===== config.mk =====
export PLATFORM = sky130hd
export DESIGN_NAME = zynet_frame_ctrl
export DESIGN_NICKNAME = d
export VERILOG_FILES = /design/src/rtl/zynet_frame_ctrl.sv
export SDC_FILE = /design/constraint.sdc
export NUM_CORES = 1
export LEC_CHECK = 0
export CORE_MARGIN = 2
export CORE_UTILIZATION = 49
export CTS_BUF_LIST = sky130_fd_sc_hd__clkbuf_16
export CTS_CLUSTER_DIAMETER = 100
export DETAILED_ROUTE_END_ITERATION = 10
export PLACE_DENSITY_LB_ADDON = 0.2
export SETUP_SLACK_MARGIN = 0.1
export SLEW_MARGIN = 40
export SYNTH_ARGS = -nofsm -noshare
export SYNTH_HDL_FRONTEND = slang
export SYNTH_SLANG_ARGS = --single-unit

===== constraint.sdc =====
create_clock -name clk_i -period 7 [get_ports clk_i]
set_input_delay 1.4 -clock clk_i [delete_from_list [all_inputs] [get_ports clk_i]]
set_output_delay 1.4 -clock clk_i [all_outputs]
set_load 0.05 [all_outputs]

===== src/rtl/zynet_frame_ctrl.sv =====
// Frame-level sequencer for the zyNet datapath: frames the host sample stream,
// limits frames in flight, and returns each result vector as scores or as an argmax class.
module zynet_frame_ctrl #(
    parameter int WORD_SIZE     = 16,
    parameter int FRAME_LEN     = 128,
    parameter int OUTPUT_SIZE   = 10,
    parameter int MAX_IN_FLIGHT = 2,
    parameter int MODE          = 0,
    localparam int IDX_W        = $clog2(OUTPUT_SIZE),
    localparam int IF_W         = $clog2(MAX_IN_FLIGHT + 1)
) (
    input  logic                           clk_i,
    input  logic                           reset_n_i,
    input  logic [WORD_SIZE-1:0]           s_data_i,
    input  logic                           s_valid_i,
    output logic                           s_ready_o,
    output logic [WORD_SIZE-1:0]           net_data_o,
    output logic                           net_valid_o,
    input  logic                           net_ready_i,
    output logic                           net_start_o,
    input  logic [OUTPUT_SIZE*WORD_SIZE-1:0] net_data_i,
    input  logic                           net_valid_i,
    output logic                           net_yumi_o,
    output logic [WORD_SIZE-1:0]           m_data_o,
    output logic [IDX_W-1:0]               m_idx_o,
    output logic                           m_last_o,
    output logic                           m_valid_o,
    input  logic                           m_yumi_i,
    output logic [IF_W-1:0]                in_flight_o
);

    localparam int CNT_W = $clog2(FRAME_LEN);
    localparam logic [CNT_W-1:0] CNT_LAST = CNT_W'(FRAME_LEN - 1);
    localparam logic [CNT_W-1:0] CNT_ONE  = CNT_W'(1);
    localparam logic [IDX_W-1:0] IDX_LAST = IDX_W'(OUTPUT_SIZE - 1);
    localparam logic [IDX_W-1:0] IDX_ONE  = IDX_W'(1);
    localparam logic [IF_W-1:0]  IF_MAX   = IF_W'(MAX_IN_FLIGHT);
    localparam logic [IF_W-1:0]  IF_ONE   = IF_W'(1);

    typedef enum logic [1:0] {
        IN_IDLE  = 2'd0,
        IN_START = 2'd1,
        IN_FILL  = 2'd2
    } in_state_t;

    typedef enum logic [1:0] {
        OUT_IDLE = 2'd0,
        OUT_SCAN = 2'd1,
        OUT_EMIT = 2'd2
    } out_state_t;

    in_state_t                    in_state_r, in_state_s;
    out_state_t                   out_state_r, out_state_s;
    logic [CNT_W-1:0]             cnt_r, cnt_s;
    logic signed [WORD_SIZE-1:0]  vec_r [OUTPUT_SIZE];
    logic [IDX_W-1:0]             k_r, k_s;
    logic signed [WORD_SIZE-1:0]  max_r, max_s;
    logic [IDX_W-1:0]             arg_r, arg_s;
    logic [IF_W-1:0]              in_flight_r, in_flight_s;
    logic                         cap_s;
    logic                         last_s;
    logic                         last_yumi_s;
    logic                         inc_s;
    logic                         dec_s;

    assign net_data_o  = s_data_i;
    assign in_flight_o = in_flight_r;

    // Input FSM: frame start pulse, then pass FRAME_LEN samples through to the network
    always_comb begin
        in_state_s  = in_state_r;
        cnt_s       = cnt_r;
        s_ready_o   = 1'b0;
        net_valid_o = 1'b0;
        net_start_o = 1'b0;
        case (in_state_r)
            IN_IDLE: begin
                if (s_valid_i && (in_flight_r < IF_MAX)) begin
                    in_state_s = IN_START;
                end else begin
                    in_state_s = IN_IDLE;
                end
            end
            IN_START: begin
                net_start_o = 1'b1;
                in_state_s  = IN_FILL;
            end
            IN_FILL: begin
                net_valid_o = s_valid_i;
                s_ready_o   = net_ready_i;
                if (s_valid_i && net_ready_i) begin
                    if (cnt_r == CNT_LAST) begin
                        cnt_s      = '0;
                        in_state_s = IN_IDLE;
                    end else begin
                        cnt_s = cnt_r + CNT_ONE;
                    end
                end else begin
                    cnt_s = cnt_r;
                end
            end
            default: begin
                in_state_s = IN_IDLE;
                cnt_s      = '0;
            end
        endcase
    end

    // Output FSM: capture the result vector, optionally scan for argmax, then emit
    always_comb begin
        out_state_s = out_state_r;
        k_s         = k_r;
        max_s       = max_r;
        arg_s       = arg_r;
        cap_s       = 1'b0;
        last_s      = 1'b0;
        last_yumi_s = 1'b0;
        net_yumi_o  = 1'b0;
        m_valid_o   = 1'b0;
        m_data_o    = '0;
        m_idx_o     = '0;
        m_last_o    = 1'b0;
        case (out_state_r)
            OUT_IDLE: begin
                net_yumi_o = net_valid_i;
                if (net_valid_i) begin
                    cap_s = 1'b1;
                    max_s = net_data_i[WORD_SIZE-1:0];
                    arg_s = '0;
                    if (MODE == 1) begin
                        out_state_s = OUT_SCAN;
                        k_s         = IDX_ONE;
                    end else begin
                        out_state_s = OUT_EMIT;
                        k_s         = '0;
                    end
                end else begin
                    out_state_s = OUT_IDLE;
                end
            end
            OUT_SCAN: begin
                // Strict signed compare keeps the lowest index on ties
                if (vec_r[k_r] > max_r) begin
                    max_s = vec_r[k_r];
                    arg_s = k_r;
                end else begin
                    max_s = max_r;
                    arg_s = arg_r;
                end
                if (k_r == IDX_LAST) begin
                    out_state_s = OUT_EMIT;
                end else begin
                    k_s = k_r + IDX_ONE;
                end
            end
            OUT_EMIT: begin
                m_valid_o = 1'b1;
                if (MODE == 1) begin
                    m_data_o = max_r;
                    m_idx_o  = arg_r;
                    last_s   = 1'b1;
                end else begin
                    m_data_o = vec_r[k_r];
                    m_idx_o  = k_r;
                    last_s   = (k_r == IDX_LAST);
                end
                m_last_o = last_s;
                if (m_yumi_i) begin
                    if (last_s) begin
                        out_state_s = OUT_IDLE;
                        last_yumi_s = 1'b1;
                    end else begin
                        k_s = k_r + IDX_ONE;
                    end
                end else begin
                    out_state_s = OUT_EMIT;
                end
            end
            default: begin
                out_state_s = OUT_IDLE;
            end
        endcase
    end

    // In-flight credit update; the decrement saturates so an unsolicited result cannot underflow
    always_comb begin
        inc_s       = (in_state_r == IN_START);
        dec_s       = last_yumi_s && (in_flight_r != '0);
        in_flight_s = in_flight_r;
        case ({inc_s, dec_s})
            2'b10:   in_flight_s = in_flight_r + IF_ONE;
            2'b01:   in_flight_s = in_flight_r - IF_ONE;
            default: in_flight_s = in_flight_r;
        endcase
    end

    // State, frame counter and credit registers
    always_ff @(posedge clk_i) begin
        if (!reset_n_i) begin
            in_state_r  <= IN_IDLE;
            out_state_r <= OUT_IDLE;
            cnt_r       <= '0;
            in_flight_r <= '0;
        end else begin
            in_state_r  <= in_state_s;
            out_state_r <= out_state_s;
            cnt_r       <= cnt_s;
            in_flight_r <= in_flight_s;
        end
    end

    // Captured result vector and scan/emit datapath registers
    always_ff @(posedge clk_i) begin
        if (!reset_n_i) begin
            for (int i = 0; i < OUTPUT_SIZE; i++) begin
                vec_r[i] <= '0;
            end
            k_r   <= '0;
            max_r <= '0;
            arg_r <= '0;
        end else begin
            if (cap_s) begin
                for (int i = 0; i < OUTPUT_SIZE; i++) begin
                    vec_r[i] <= net_data_i[i*WORD_SIZE +: WORD_SIZE];
                end
            end
            k_r   <= k_s;
            max_r <= max_s;
            arg_r <= arg_s;
        end
    end

endmodule


==> impl_metrics.tcl <==
set metrics [dict create \
    status "finished, final reports clean" \
    cp_max_fo 18 \
    dpl_cell_area_um2 10200 \
    rows 47 \
    power_frac_clock 0.395 \
    dr_total_vias 5463 \
    cpMaxStageDelayCell "clkdlybuf4s50_1" \
    finalCritPeriodShare 0.684 \
    clock-sinks 180 \
    ctsResizeCount 0 \
    highest_layer "met4" \
    ys.flop_type "edfxtp_1" \
    ys_ff_latch 180 \
    n_antenna_cell 0 \
    p_comb_frac 0.112 \
    drc_errors 0 \
    pwr_density_cell_nw_per_um2 240 \
    antenna_found_initial 0 \
    routed_via_density 5.70 \
    final_common_cell "clkdlybuf4s50_1" \
    cts_max_level 4 \
    met3_length_um 1290 \
    max_cap_viol_count 0 \
    required_ns 5.60 \
    drive_gt1_frac 0.108 \
    met1_length_um 8280 \
    finalMaxSlewViolations 0 \
    ios 226 \
    hp-start "in_flight_o[1]$_SDFFE_PN0P_" \
    clock_skew_ns 0.00713 \
    ant_nets 0 \
    crit_family "buffers and inverters" \
    r2r_cells 3 \
    grtUsageTotal 0.228 \
    fmax_ghz 0.209 \
    die_area_um2 17900 \
    insertion_delay_ns 0.43 \
    hold_viol 0 \
    critPathBufInv 1 \
    place_congestion 0.920 \
    dp_hpwl_um 13400 \
    rsz0062_at_grt "no" \
    drt-pass1-iter-count 5 \
    synth_edf_count 160 \
    final_cell_mix "192 x clkdlybuf4s50_1, 162 x and3_1, 160 x edfxtp_1, 32 x mux4_2" \
    holdBufCountCts 0 \
    netlist_area_um2 8260 \
    syn_to_final_growth_pct 30.6 \
    whs_path_depth 1 \
    cts_setup_buffers 0 \
    switching_share 0.218 \
    cts_tree "done" \
    maxSlewHeadroom 0.458 \
    crit_chain "nand2b_1 -> o22ai_1 -> a211oi_1 -> clkdlybuf4s50_1" \
    setup_viol 0 \
    fin_area_um2 10800 \
    cpPeakStageDelay_ns 0.89 \
    clock-root-buffer "clkbuf_16" \
    cp-start-kind "flip-flop" \
    avgSynthCellArea_um2 14.3 \
    start_util 0.500 \
    hold_class "reg -> reg" \
    hold_path_end "in_state_r[0]$_SDFFE_PN0P_" \
    power.switching_mw 0.565 \
    ff2ff_setup_slack_ns 4.70 \
    die_x_um 134 \
    core-area_um2 16500 \
    grt_max_degree 143 \
    drt-initial-drc-count 508 \
    synth_top_area_frac 0.582 \
    r2r-end "vec_r[4][6]$_SDFFCE_PN0P_" \
    finalPower_mw 2.59 \
    clk_pin_slew_ns 0.06 \
    r2r-start "out_state_r[1]$_SDFFE_PN0P_" \
    grt_pass1_vias 5578 \
    drt-total-wl_um 20100 \
    syn_inst 579 \
    power_leakage_nw 4.33 \
    clock_path_buffers 2 \
    nets 912 \
    end_kind "primary output" \
    setup-tns-final_ns 0 \
    worst_slew_pin_slew_ns 0.814 \
    wl_met2_um 10100 \
    nFillCells 1188 \
    numCtsBuffers 17 \
    wire_per_inst_um 21.0 \
    p_seq_frac 0.493 \
    async_flop_share 0 \
    path_class "reg -> out" \
    grt_pass1_wl_um 30500 \
    gr-total-overflow 0 \
    die_h_um 134 \
    yosys_warnings 0 \
    p_int_mw 2.03 \
    portBuffers 193 \
    finalCriticalPeriod_ns 4.79 \
    syn-num-nets 765 \
    synth_area_leaders "edfxtp_1 58%, and3_1 12%, mux4_2 8.7%, dfxtp_1 4.8%, mux2i_1 1.9%" \
    arrival_ns 3.39 \
    synth_top_area_cell "edfxtp_1" \
    synth_cell_type_count 50 \
    vdd.ir_drop.worst_mv 0.166 \
    ys_seq_area_frac 0.630 \
]
[state kept, by name, summed over array words and instances, names as in the netlist, named ones only]
signal,count
out_state_r,1
vec_r,160
k_r,4
in_flight_o,2
cnt_r,7
in_state_r,2
[routing by layer]
metal | vias to the layer above | global-route usage
met5 | - | 0
met4 | 0 | 0.0898
met3 | 42 | 0.0442
met2 | 221 | 0.370
met1 | 2639 | 0.306
li1 | 2561 | -
[per-stage QoR]
| stage | hold slack (ns) | util | worst slack, ns | instances |
|---|---|---|---|---|
| 2_1_floorplan | 0.447 | - | 1.35 | 579 |
| 3_3_place_gp | 0.464 | 0.614 | 2.50 | 927 |
| 3_5_place_dp | 0.480 | 0.614 | 2.50 | 927 |
| 4_1_cts | 0.505 | 0.653 | 2.23 | 959 |
| 5_1_grt | 0.525 | 0.653 | 2.13 | 959 |
| 6_report | 0.507 | 0.653 | 2.21 | 959 |
[area by class of cell]
| cell class | instances | area (um2) | area share |
|---|---|---|---|
| Clock buffer | 17 | 425 | 0.0394 |
| Clock inverter | 15 | 214 | 0.0198 |
| Inverter | 10 | 38.8 | 0.00359 |
| Multi-Input combinational cell | 319 | 2660 | 0.246 |
| Sequential cell | 180 | 5210 | 0.483 |
| Tap cell | 220 | 275 | 0.0255 |
| Timing Repair Buffer | 198 | 1970 | 0.183 |
[cells by family (layout without fill, tap and decap cells)]
kind of cell	Yosys count	count (layout)	share of synthesized area
AOI/OAI and AO/OA	63	63	0.0538
adders and majority gates	4	4	0.00606
muxes	48	48	0.107
and+or+nand+nor	202	202	0.152
xor gates and xnor gates	2	2	0.00212
buffers and inverters	80	240	0.0492
DFF	180	180	0.630
[worst reg2reg max path, stage by stage (launching register included)]
cell and delay [ns]:
dfxtp_1 0.36, nand2b_1 0.24, nand2_4 0.56, buf_4 0.74
[power groups by stage]
stage,logic [mW],registers [mW],clock network [mW]
finish,0.291,1.28,1.02
global placement,0.286,1.29,0
detailed placement,0.290,1.30,0
CTS,0.292,1.28,1.04
global route,0.310,1.28,1.08
floorplan,0.169,1.30,0
[worst max-delay path by stage]
| stage | start | end | slack [ns] | depth (start not counted) |
|---|---|---|---|---|
| floorplan | reset_n_i | vec_r[0][0]$_SDFFCE_PN0P_ | 1.35 | 2 |
| global placement | net_valid_i | net_yumi_o | 2.50 | 4 |
| detailed placement | net_valid_i | net_yumi_o | 2.50 | 4 |
| CTS | flip-flop | m_data_o[1] | 2.23 | 4 |
| global route | flip-flop | m_data_o[6] | 2.13 | 4 |
| finish | flip-flop | m_data_o[1] | 2.21 | 4 |
[synthesized netlist by cell type, types with 2 or more instances]
| cell | count |
|---|---|
| o22ai_1 | 16 |
| a211oi_1 | 17 |
| clkbuf_1 | 38 |
| nor2_1 | 4 |
| nand2_1 | 8 |
| o31ai_1 | 3 |
| dfxtp_1 | 20 |
| inv_1 | 7 |
| nor2b_1 | 2 |
| and3_1 | 162 |
| clkinv_1 | 2 |
| mux2i_1 | 16 |
| o21ai_0 | 5 |
| or3_2 | 2 |
| mux4_2 | 32 |
| or4_1 | 2 |
| nand2b_1 | 2 |
| and2_1 | 4 |
| a21o_1 | 2 |
| a221oi_1 | 4 |
| buf_6 | 3 |
| buf_4 | 19 |
| or3_1 | 2 |
| ha_1 | 4 |
| nand4_1 | 5 |
| buf_2 | 9 |
| edfxtp_1 | 160 |
| a21oi_1 | 7 |
Note: power is estimated with default switching activity, not from simulation.
